File: config.mk
export PLATFORM = sky130hd
export DESIGN_NAME = sw_test_status_mon
export DESIGN_NICKNAME = d
export VERILOG_FILES = /design/src/rtl/sw_test_status_mon_pkg.sv /design/src/rtl/sw_test_status_wdog.sv /design/src/rtl/sw_test_status_mon.sv
export SDC_FILE = /design/constraint.sdc
export NUM_CORES = 1
export LEC_CHECK = 0
export BUFFER_PORTS_ARGS = -buffer_cell sky130_fd_sc_hd__buf_4
export CORE_AREA = 3 3 85 108
export DETAILED_ROUTE_END_ITERATION = 8
export DIE_AREA = 0 0 88 111
export GPL_TIMING_DRIVEN = 0
export PLACE_DENSITY = 0.84
export SYNTH_ARGS = -nofsm -noshare
export SYNTH_HDL_FRONTEND = slang
export SYNTH_SLANG_ARGS = --single-unit
File: constraint.sdc
create_clock -name clk_i -period 4 [get_ports clk_i]
set_input_delay 0.8 -clock clk_i [delete_from_list [all_inputs] [get_ports clk_i]]
set_output_delay 0.8 -clock clk_i [all_outputs]
set_load 0.005 [all_outputs]
File: src/rtl/sw_test_status_mon_pkg.sv
// sw_test_status_mon_pkg: status codes, monitor states and helpers shared by the test-status monitor
package sw_test_status_mon_pkg;
  typedef enum logic [15:0] {
    UNDER_RESET = 16'h0000,
    IN_BOOT_ROM = 16'hB090,
    IN_TEST     = 16'h4354,
    PASSED      = 16'h900D,
    FAILED      = 16'hBAAD
  } sw_status_code_e;
  typedef enum logic [2:0] {
    IDLE = 3'd0,
    BOOT = 3'd1,
    TEST = 3'd2,
    PASS = 3'd3,
    FAIL = 3'd4,
    TOUT = 3'd5
  } mon_state_e;
  function automatic logic is_terminal(input mon_state_e s);
    return s == PASS || s == FAIL || s == TOUT;
  endfunction
endpackage

File: src/rtl/sw_test_status_wdog.sv
// sw_test_status_wdog: no-progress watchdog; clk_i/rst_ni (sync, active-low), clear restarts, run enables counting, expire flags the last allowed cycle
module sw_test_status_wdog #(
  parameter int unsigned TimeoutCycles = 32'd10_000_000,
  parameter int unsigned CntWidth      = 32
) (
  input  logic clk_i,
  input  logic rst_ni,
  input  logic clear,
  input  logic run,
  output logic expire
);
  logic [CntWidth-1:0] cnt;
  assign expire = TimeoutCycles != 0 && run && cnt == CntWidth'(TimeoutCycles - 1);
  always_ff @(posedge clk_i)
    cnt <= (!rst_ni || clear || !run || TimeoutCycles == 0) ? '0 : cnt + 1'b1;
endmodule

File: src/rtl/sw_test_status_mon.sv
// sw_test_status_mon: decodes sw test-status writes into a progress FSM with watchdog and sticky done/passed/timeout verdicts
// Ports: clk_i, rst_ni (sync, active-low); wr_valid_i/addr_i/data_i write channel; status_addr_i status address;
// state_o, last_status_o, write_count_o (saturating), illegal_o pulse, done_o/passed_o/timeout_o sticky verdicts.
// Optional SW_TEST_STATUS_MON_TRACE_EN: transition trace lines and verdict assertions.
module sw_test_status_mon
  import sw_test_status_mon_pkg::*;
#(
  parameter int unsigned AddrWidth     = 32,
  parameter int unsigned TimeoutCycles = 32'd10_000_000,
  parameter int unsigned CntWidth      = 32
) (
  input  logic                 clk_i,
  input  logic                 rst_ni,
  input  logic                 wr_valid_i,
  input  logic [AddrWidth-1:0] addr_i,
  input  logic [15:0]          data_i,
  input  logic [AddrWidth-1:0] status_addr_i,
  output logic [2:0]           state_o,
  output logic [15:0]          last_status_o,
  output logic [CntWidth-1:0]  write_count_o,
  output logic                 illegal_o,
  output logic                 done_o,
  output logic                 passed_o,
  output logic                 timeout_o
);
  mon_state_e state_q;
  logic accept, run, expire;
  assign accept    = wr_valid_i && addr_i == status_addr_i && !done_o;
  assign run       = state_q == BOOT || state_q == TEST;
  assign state_o   = state_q;
  assign done_o    = is_terminal(state_q);
  assign passed_o  = state_q == PASS;
  assign timeout_o = state_q == TOUT;
  sw_test_status_wdog #(
    .TimeoutCycles(TimeoutCycles),
    .CntWidth     (CntWidth)
  ) u_wdog (
    .clk_i (clk_i),
    .rst_ni(rst_ni),
    .clear (accept),
    .run   (run),
    .expire(expire)
  );
  always_ff @(posedge clk_i) begin
    if (!rst_ni) begin
      state_q       <= IDLE;
      last_status_o <= '0;
      write_count_o <= '0;
      illegal_o     <= 1'b0;
    end else begin
      illegal_o <= accept && state_q == IDLE && (data_i == PASSED || data_i == FAILED);
      if (accept) begin
        last_status_o <= data_i;
        write_count_o <= &write_count_o ? write_count_o : write_count_o + 1'b1;
        state_q <= state_q == IDLE ?
                     (data_i == IN_BOOT_ROM ? BOOT : data_i == IN_TEST ? TEST : IDLE) :
                     (data_i == PASSED      ? PASS :
                      data_i == FAILED      ? FAIL :
                      data_i == UNDER_RESET ? IDLE :
                      data_i == IN_TEST     ? TEST :
                      data_i == IN_BOOT_ROM ? BOOT : state_q);
      end else if (expire) begin
        state_q <= TOUT;
      end
    end
  end
`ifdef SW_TEST_STATUS_MON_TRACE_EN
  logic [63:0] cyc_q;
  mon_state_e  prev_q;
  always_ff @(posedge clk_i) begin
    cyc_q  <= !rst_ni ? '0 : cyc_q + 1'b1;
    prev_q <= state_q;
    if (rst_ni && prev_q != state_q)
      $display("sw_test_status_mon cycle %0d: %s -> %s code %h", cyc_q, prev_q.name(), state_q.name(), last_status_o);
  end
  assert property (@(posedge clk_i) disable iff (!rst_ni) done_o |=> done_o);
  assert property (@(posedge clk_i) disable iff (!rst_ni) passed_o |-> done_o);
`else
`endif
endmodule
==> results of run 1 <==
layout make-up:
type / count / share of cell area
multi-input combinational: 419 / 0.463
sequential: 84 / 0.283
timing repair buffer: 137 / 0.173
clock buffer: 10 / 0.0232
tap: 97 / 0.0204
buffer: 25 / 0.0179
clock inverter: 6 / 0.0118
inverter: 12 / 0.00759
metal layers:
metal  GRT usage  share of wire  vias up
met5           0              0        -
met2       0.481           0.53      152
li1            -              -     2288
met3      0.0349          0.049       21
met1       0.318           0.40     2224
met4      0.0921          0.016        0
critical path, delay by kind of cell (launching register included):
kind | cells | cell delay [ns]
buf+inv | 3 | 1.08
simple gates | 5 | 0.83
flops | 1 | 0.50
mux | 1 | 0.38
metrics by stage:
step | util | total power, mW | worst slack [ns]
floorplan | - | 0.908 | 1.36
global placement | 0.699 | 0.992 | 0.838
CTS | 0.725 | 1.62 | 1.20
global route | 0.725 | 1.66 | 0.928
finish | 0.725 | 1.62 | 1.13
detailed placement | 0.699 | 0.995 | 0.832
final timing paths:
check | start | end | slack (ns) | depth (start not counted)
max | state_o[1] | u_wdog.cnt[27] | 1.13 | 9
min | u_wdog.cnt[0] | u_wdog.cnt[0] | 0.48 | 1
max reg2reg | state_o[1] | u_wdog.cnt[27] | 1.13 | 9
min reg2reg | u_wdog.cnt[0] | u_wdog.cnt[0] | 0.48 | 1
cells in the final DEF (no fill, tap or decap), types with 3 or more instances in the layout:
cell type / Yosys / routed
xor2_1: 15 / 15
or4_1: 31 / 31
clkbuf_8: 0 / 10
or3_1: 8 / 8
xnor2_1: 48 / 48
nand4b_1: 3 / 3
nand2b_1: 4 / 4
clkbuf_1: 18 / 18
nor3_1: 15 / 15
mux2i_1: 21 / 21
and4_1: 6 / 6
buf_2: 4 / 4
nor2_1: 63 / 63
clkinvlp_4: 0 / 3
and2_1: 5 / 5
nand2_1: 29 / 29
o21ai_0: 5 / 5
and3_1: 12 / 12
dfxtp_1: 84 / 84
nor4_1: 5 / 5
inv_1: 11 / 11
a21oi_1: 26 / 26
nand4_1: 35 / 35
o31ai_1: 22 / 22
buf_4: 2 / 139
or4b_1: 6 / 6
nand3_1: 29 / 29
registers in the layout, summed over array words and instances (netlist names):
| name | flops |
|---|---|
| last_status_o | 16 |
| u_wdog.cnt | 32 |
| state_o | 3 |
| illegal_o | 1 |
| write_count_o | 32 |
power by group through the flow:
stage | clock network [mW] | logic, mW | registers (mW)
final | 0.639 | 0.141 | 0.835
after global routing | 0.670 | 0.152 | 0.836
after CTS | 0.643 | 0.140 | 0.835
after detailed placement | 0 | 0.140 | 0.855
after global placement | 0 | 0.137 | 0.855
after floorplan | 0 | 0.0529 | 0.855
kinds of logic (layout without fill, tap and decap cells):
family,Yosys count,count (layout),synth area share
AND/OR/NAND/NOR,267,267,0.334
AO/OA/AOI/OAI,65,65,0.0910
flip-flops,84,84,0.367
adder cells (fa/ha/maj),2,2,0.00546
XOR/XNOR,63,63,0.120
buffers and inverters,37,190,0.0331
multiplexers,22,22,0.0492
==> results.cfg, run 1 <==
[run_status]
run_status = finished clean

[sta]
tightest_slew_ns = 0.679
setup_violations = 0
fin_crit_ns = 2.87
fmax_mhz = 348
fin_skew_ns = 0.0100
fin_setup_tns_ns = 0
rsz0062_at_grt = false
slew_viol_final = 0
post-route-period-util = 0.718
max-slew-margin-rel = 0.543
hold_viol = 0
whs_ns = 0.477

[synthesis]
yosysTopAreaCell = dfxtp_1
ys_seq_area_frac = 0.367
ys_warn_count = 0
synth_top_cells_by_count = dfxtp_1, nor2_1, xnor2_1
synthArstFlopShare = 0
ys_seq_elements = 84
synthDistinctLibCells = 50
syn-cell-area_um2 = 4580
synth_edf_count = 0
syn_avg_cell_area_um2 = 8.48
netlist_instances = 540
synth_area_leaders = dfxtp_1, xnor2_1, nor2_1, or4_1, nand4_1
synth_flop_cell = dfxtp_1
yosysMostFrequentCell = dfxtp_1
synth_top_area_frac = 0.367
syn-num-nets = 625

[final_layout]
syn_to_final_growth_pct = 29.6
final_cells = 790
final_cell_area_um2 = 5940
fillerInstances = 652
fin_nets = 773
n_antenna_cell = 0
drive_gt1_frac = 0.241
regArea_um2 = 1680
multiInputGateArea_um2 = 2750

[detailed_routing]
drc_errors = 0
drtIter0Drc = 232
via_per_inst = 5.93
wirelength_mm = 13.0
first_pass_iters = 5
num_vias = 4685
wl_per_cell_um = 16.4
antenna_left = 0

[clock_network]
cts_hold_buf = 0
cts_sinks = 84
clockRootBuffer = clkbuf_8
post_cts_buffers = 0
clk_pin_slew_ns = 0.09
numCtsBuffers = 9
cts.path.max_buffers = 2
cts_tree = done
htree_levels = 3
cts_resized = 0
clock_latency_ns = 0.36

[worst_setup_path]
crit_fanout = 10
slowest_stage = dfxtp_1
start_kind = flip-flop
required_ns = 4.30
path_class = reg2reg
crit_top_cell = clkbuf_1
worstSetupEndpointType = flip-flop
slowest_delay_ns = 0.50
cp_cell_sequence = nand2_1 > mux2i_1 > nor3_1 > nand3_1 > clkbuf_1 > clkbuf_1 > nand3_1 > clkbuf_1 > nor2_1
arrival_ns = 3.17

[power]
comb_power_share = 0.087
leakage_nw = 2.09
power_density_nw_per_um2 = 272
p_int_mw = 1.23
p_sw_uw = 389
pwr-share-seq = 0.517
swShare = 0.241
p_clk_frac = 0.396
ir_drop_mv = 0.233

[grt]
grt_usage = 0.268
grt_overflow_total = 0
grt_max_degree = 16
grt_pass1_vias = 4797
grt_antenna_before_repair = 0
grt_first_pass_wirelength_mm = 21.5

[place]
port_buffers = 137
dpl.hpwl_mm = 9.96
dp_cells = 774
gp_congestion = 0.843
placed_area_um2 = 5730

[die]
dieArea_um2 = 9770
start_util = 0.559
die_w_um = 88
core_area_um2 = 8190
num_rows = 37
io_pins = 138
die_h_um = 111

[flow_run]
drv_cap = 0

[hold_path]
hp-class = reg2reg
(Power assumes the default switching activity.)
==> run 2, diff against run 1 <==
--- a/config.mk
+++ b/config.mk
@@ -6,11 +6,11 @@
 export NUM_CORES = 1
 export LEC_CHECK = 0
 export BUFFER_PORTS_ARGS = -buffer_cell sky130_fd_sc_hd__buf_4
-export CORE_AREA = 3 3 85 108
+export CORE_AREA = 3 3 88 111
 export DETAILED_ROUTE_END_ITERATION = 8
-export DIE_AREA = 0 0 88 111
+export DIE_AREA = 0 0 91 114
 export GPL_TIMING_DRIVEN = 0
-export PLACE_DENSITY = 0.84
+export PLACE_DENSITY = 0.8
 export SYNTH_ARGS = -nofsm -noshare
 export SYNTH_HDL_FRONTEND = slang
 export SYNTH_SLANG_ARGS = --single-unit
==> constraint.sdc (replaced) <==
create_clock -name clk_i -period 2.8 [get_ports clk_i]
set_input_delay 0.56 -clock clk_i [delete_from_list [all_inputs] [get_ports clk_i]]
set_output_delay 0.56 -clock clk_i [all_outputs]
set_load 0.005 [all_outputs]
==> run 2 against run 1 <==
Net effect: clock power increased by 40%; count of clock-buffer cells in the layout decreased by 1; non-clock buffer count decreased by 1; via count increased by 1.1%; cell count increased by 2.8%; first-iteration DRC count increased by 12%; core utilization decreased by 4.3 points.
==> results.cfg, run 2 (synthesis results as in run 1) <==
[die]
dieArea_um2 = 10400
start_util = 0.523
die_w_um = 91
io_pins = 138
core_area_um2 = 8750
num_rows = 38
die_h_um = 114

[place]
dpl.hpwl_mm = 9.94
dp_slack_ns = -0.141
gp_congestion = 0.880
port_buffers = 137

[final_layout]
regArea_um2 = 1680
final_common_cell = buf_4
multiInputGateArea_um2 = 2750
fin_nets = 772
n_antenna_cell = 0
syn_to_final_growth_pct = 30.1
final_cell_mix = buf_4, dfxtp_1, nor2_1, xnor2_1, nand4_1
fillerInstances = 767
drive_gt1_frac = 0.246
top_regs = u_wdog.cnt: 32 flops, write_count_o: 32 flops, last_status_o: 16 flops

[clock_network]
clk_pin_slew_ns = 0.09
post_cts_buffers = 0
clock_latency_ns = 0.36
clockRootBuffer = clkbuf_8
numCtsBuffers = 9
cts.path.max_buffers = 2
cts_hold_buf = 0
htree_levels = 3
cts_sinks = 84
cts_tree = done

[worst_setup_path]
slowest_stage = clkbuf_1
worstSetupEndpointType = flip-flop
r2r_slack_ns = 0.32
start_kind = primary input
required_ns = 3.03
reg2reg_depth = 8
crit_cells = 9
crit_fanout = 11
critical_path.top_delay_family = simple AND/OR/NAND/NOR gates
r2r_start = state_o[1]
cp_cell_sequence = buf_4 > xnor2_1 > nand4_1 > nor4_1 > nand3_1 > clkbuf_2 > nand3_1 > clkbuf_1 > nor2_1
timing.rr.end = u_wdog.cnt[21]
path_class = in2reg
worstSetupStartpoint = status_addr_i[30]
crit_top_cell = nand3_1
crit_buf_inv = 3
slowest_delay_ns = 0.39
arrival_ns = 2.80
cp-endpoint = u_wdog.cnt[21]

[detailed_routing]
antenna_left = 0
num_vias = 4736
drtIter0Drc = 259
wl_per_cell_um = 16.0
wirelength_mm = 13.0
via_per_inst = 5.83
drc_errors = 0
first_pass_iters = 5

[sta]
tightest_slew_ns = 0.726
setup_violations = 0
rsz0062_at_grt = false
fin_skew_ns = 0.0111
fmax_mhz = 389
post-route-period-util = 0.918
fin_setup_tns_ns = 0
fin_crit_ns = 2.57
worst_slack_ns = 0.229
slew_viol_final = 0
hold_viol = 0
max-slew-margin-rel = 0.512

[grt]
grt_max_degree = 16
grt_overflow_total = 0
grt_usage = 0.249
grt_pass1_vias = 4655
grt_first_pass_wirelength_mm = 21.4
grt_antenna_before_repair = 0

[flow_run]
drv_cap = 0

[power]
power_density_nw_per_um2 = 384
ir_drop_mv = 0.315
leakage_nw = 2.11

[hold_path]
hp-class = in2reg

[run_status]
run_status = finished clean
==> run 2: changes by cell type in the layout (fill, tap and decap cells not counted), sizes merged <==
cell      delta
clkbuf       -2
clkinvlp     -3
clkinv       +4
==> run 2: how the worst min path moves through the flow <==
stage	from	to	cells after the start
final	data_i[2]	last_status_o[2]	3
after global routing	data_i[11]	last_status_o[11]	3
after CTS	data_i[0]	last_status_o[0]	3
after detailed placement	u_wdog.cnt[0]	u_wdog.cnt[0]	1
after global placement	u_wdog.cnt[0]	u_wdog.cnt[0]	1
after floorplan	u_wdog.cnt[0]	u_wdog.cnt[0]	1
==> run 2: timing repair <==
action	CTS	global route
setup endpoints to repair	29	58
pin swaps	0	0
resized for setup	1	4
==> run 2: cell type report <==
class	count	share of cell area
Buffer	24	0.0176
Clock buffer	9	0.0208
Clock inverter	7	0.0126
Inverter	12	0.00756
Multi-Input combinational cell	419	0.461
Sequential cell	84	0.282
Tap cell	120	0.0252
Timing Repair Buffer	137	0.173
==> run 2: power by group <==
group | internal, mW | total (mW) | switching, mW
registers | 1.19 | 1.19 | 0.0000000000828
logic | 0.116 | 0.200 | 0.0837
clock network | 0.419 | 0.894 | 0.475
==> run 2: metal layers <==
layer  global-route usage  wire length, um
met3               0.0416              785
met1                0.301             5230
met4                0.101              223
met5                    0                0
met2                0.439             6790
==> run 2: stage by stage <==
stage,area [um^2],hold WS (ns),util,power (mW),instances
floorplan,4580,0.426,-,1.30,540
global placement,5760,0.440,0.658,1.42,797
detailed placement,5760,0.463,0.658,1.42,797
CTS,5960,0.463,0.681,2.30,813
global route,5960,0.484,0.681,2.36,812
finish,5960,0.467,0.681,2.29,812
==> run 2: worst register-to-register path: cells and delay by family (launching register included) <==
kind | cells | cell delay [ns]
buf+inv | 2 | 0.63
flops | 1 | 0.50
mux | 1 | 0.32
simple gates | 5 | 0.96
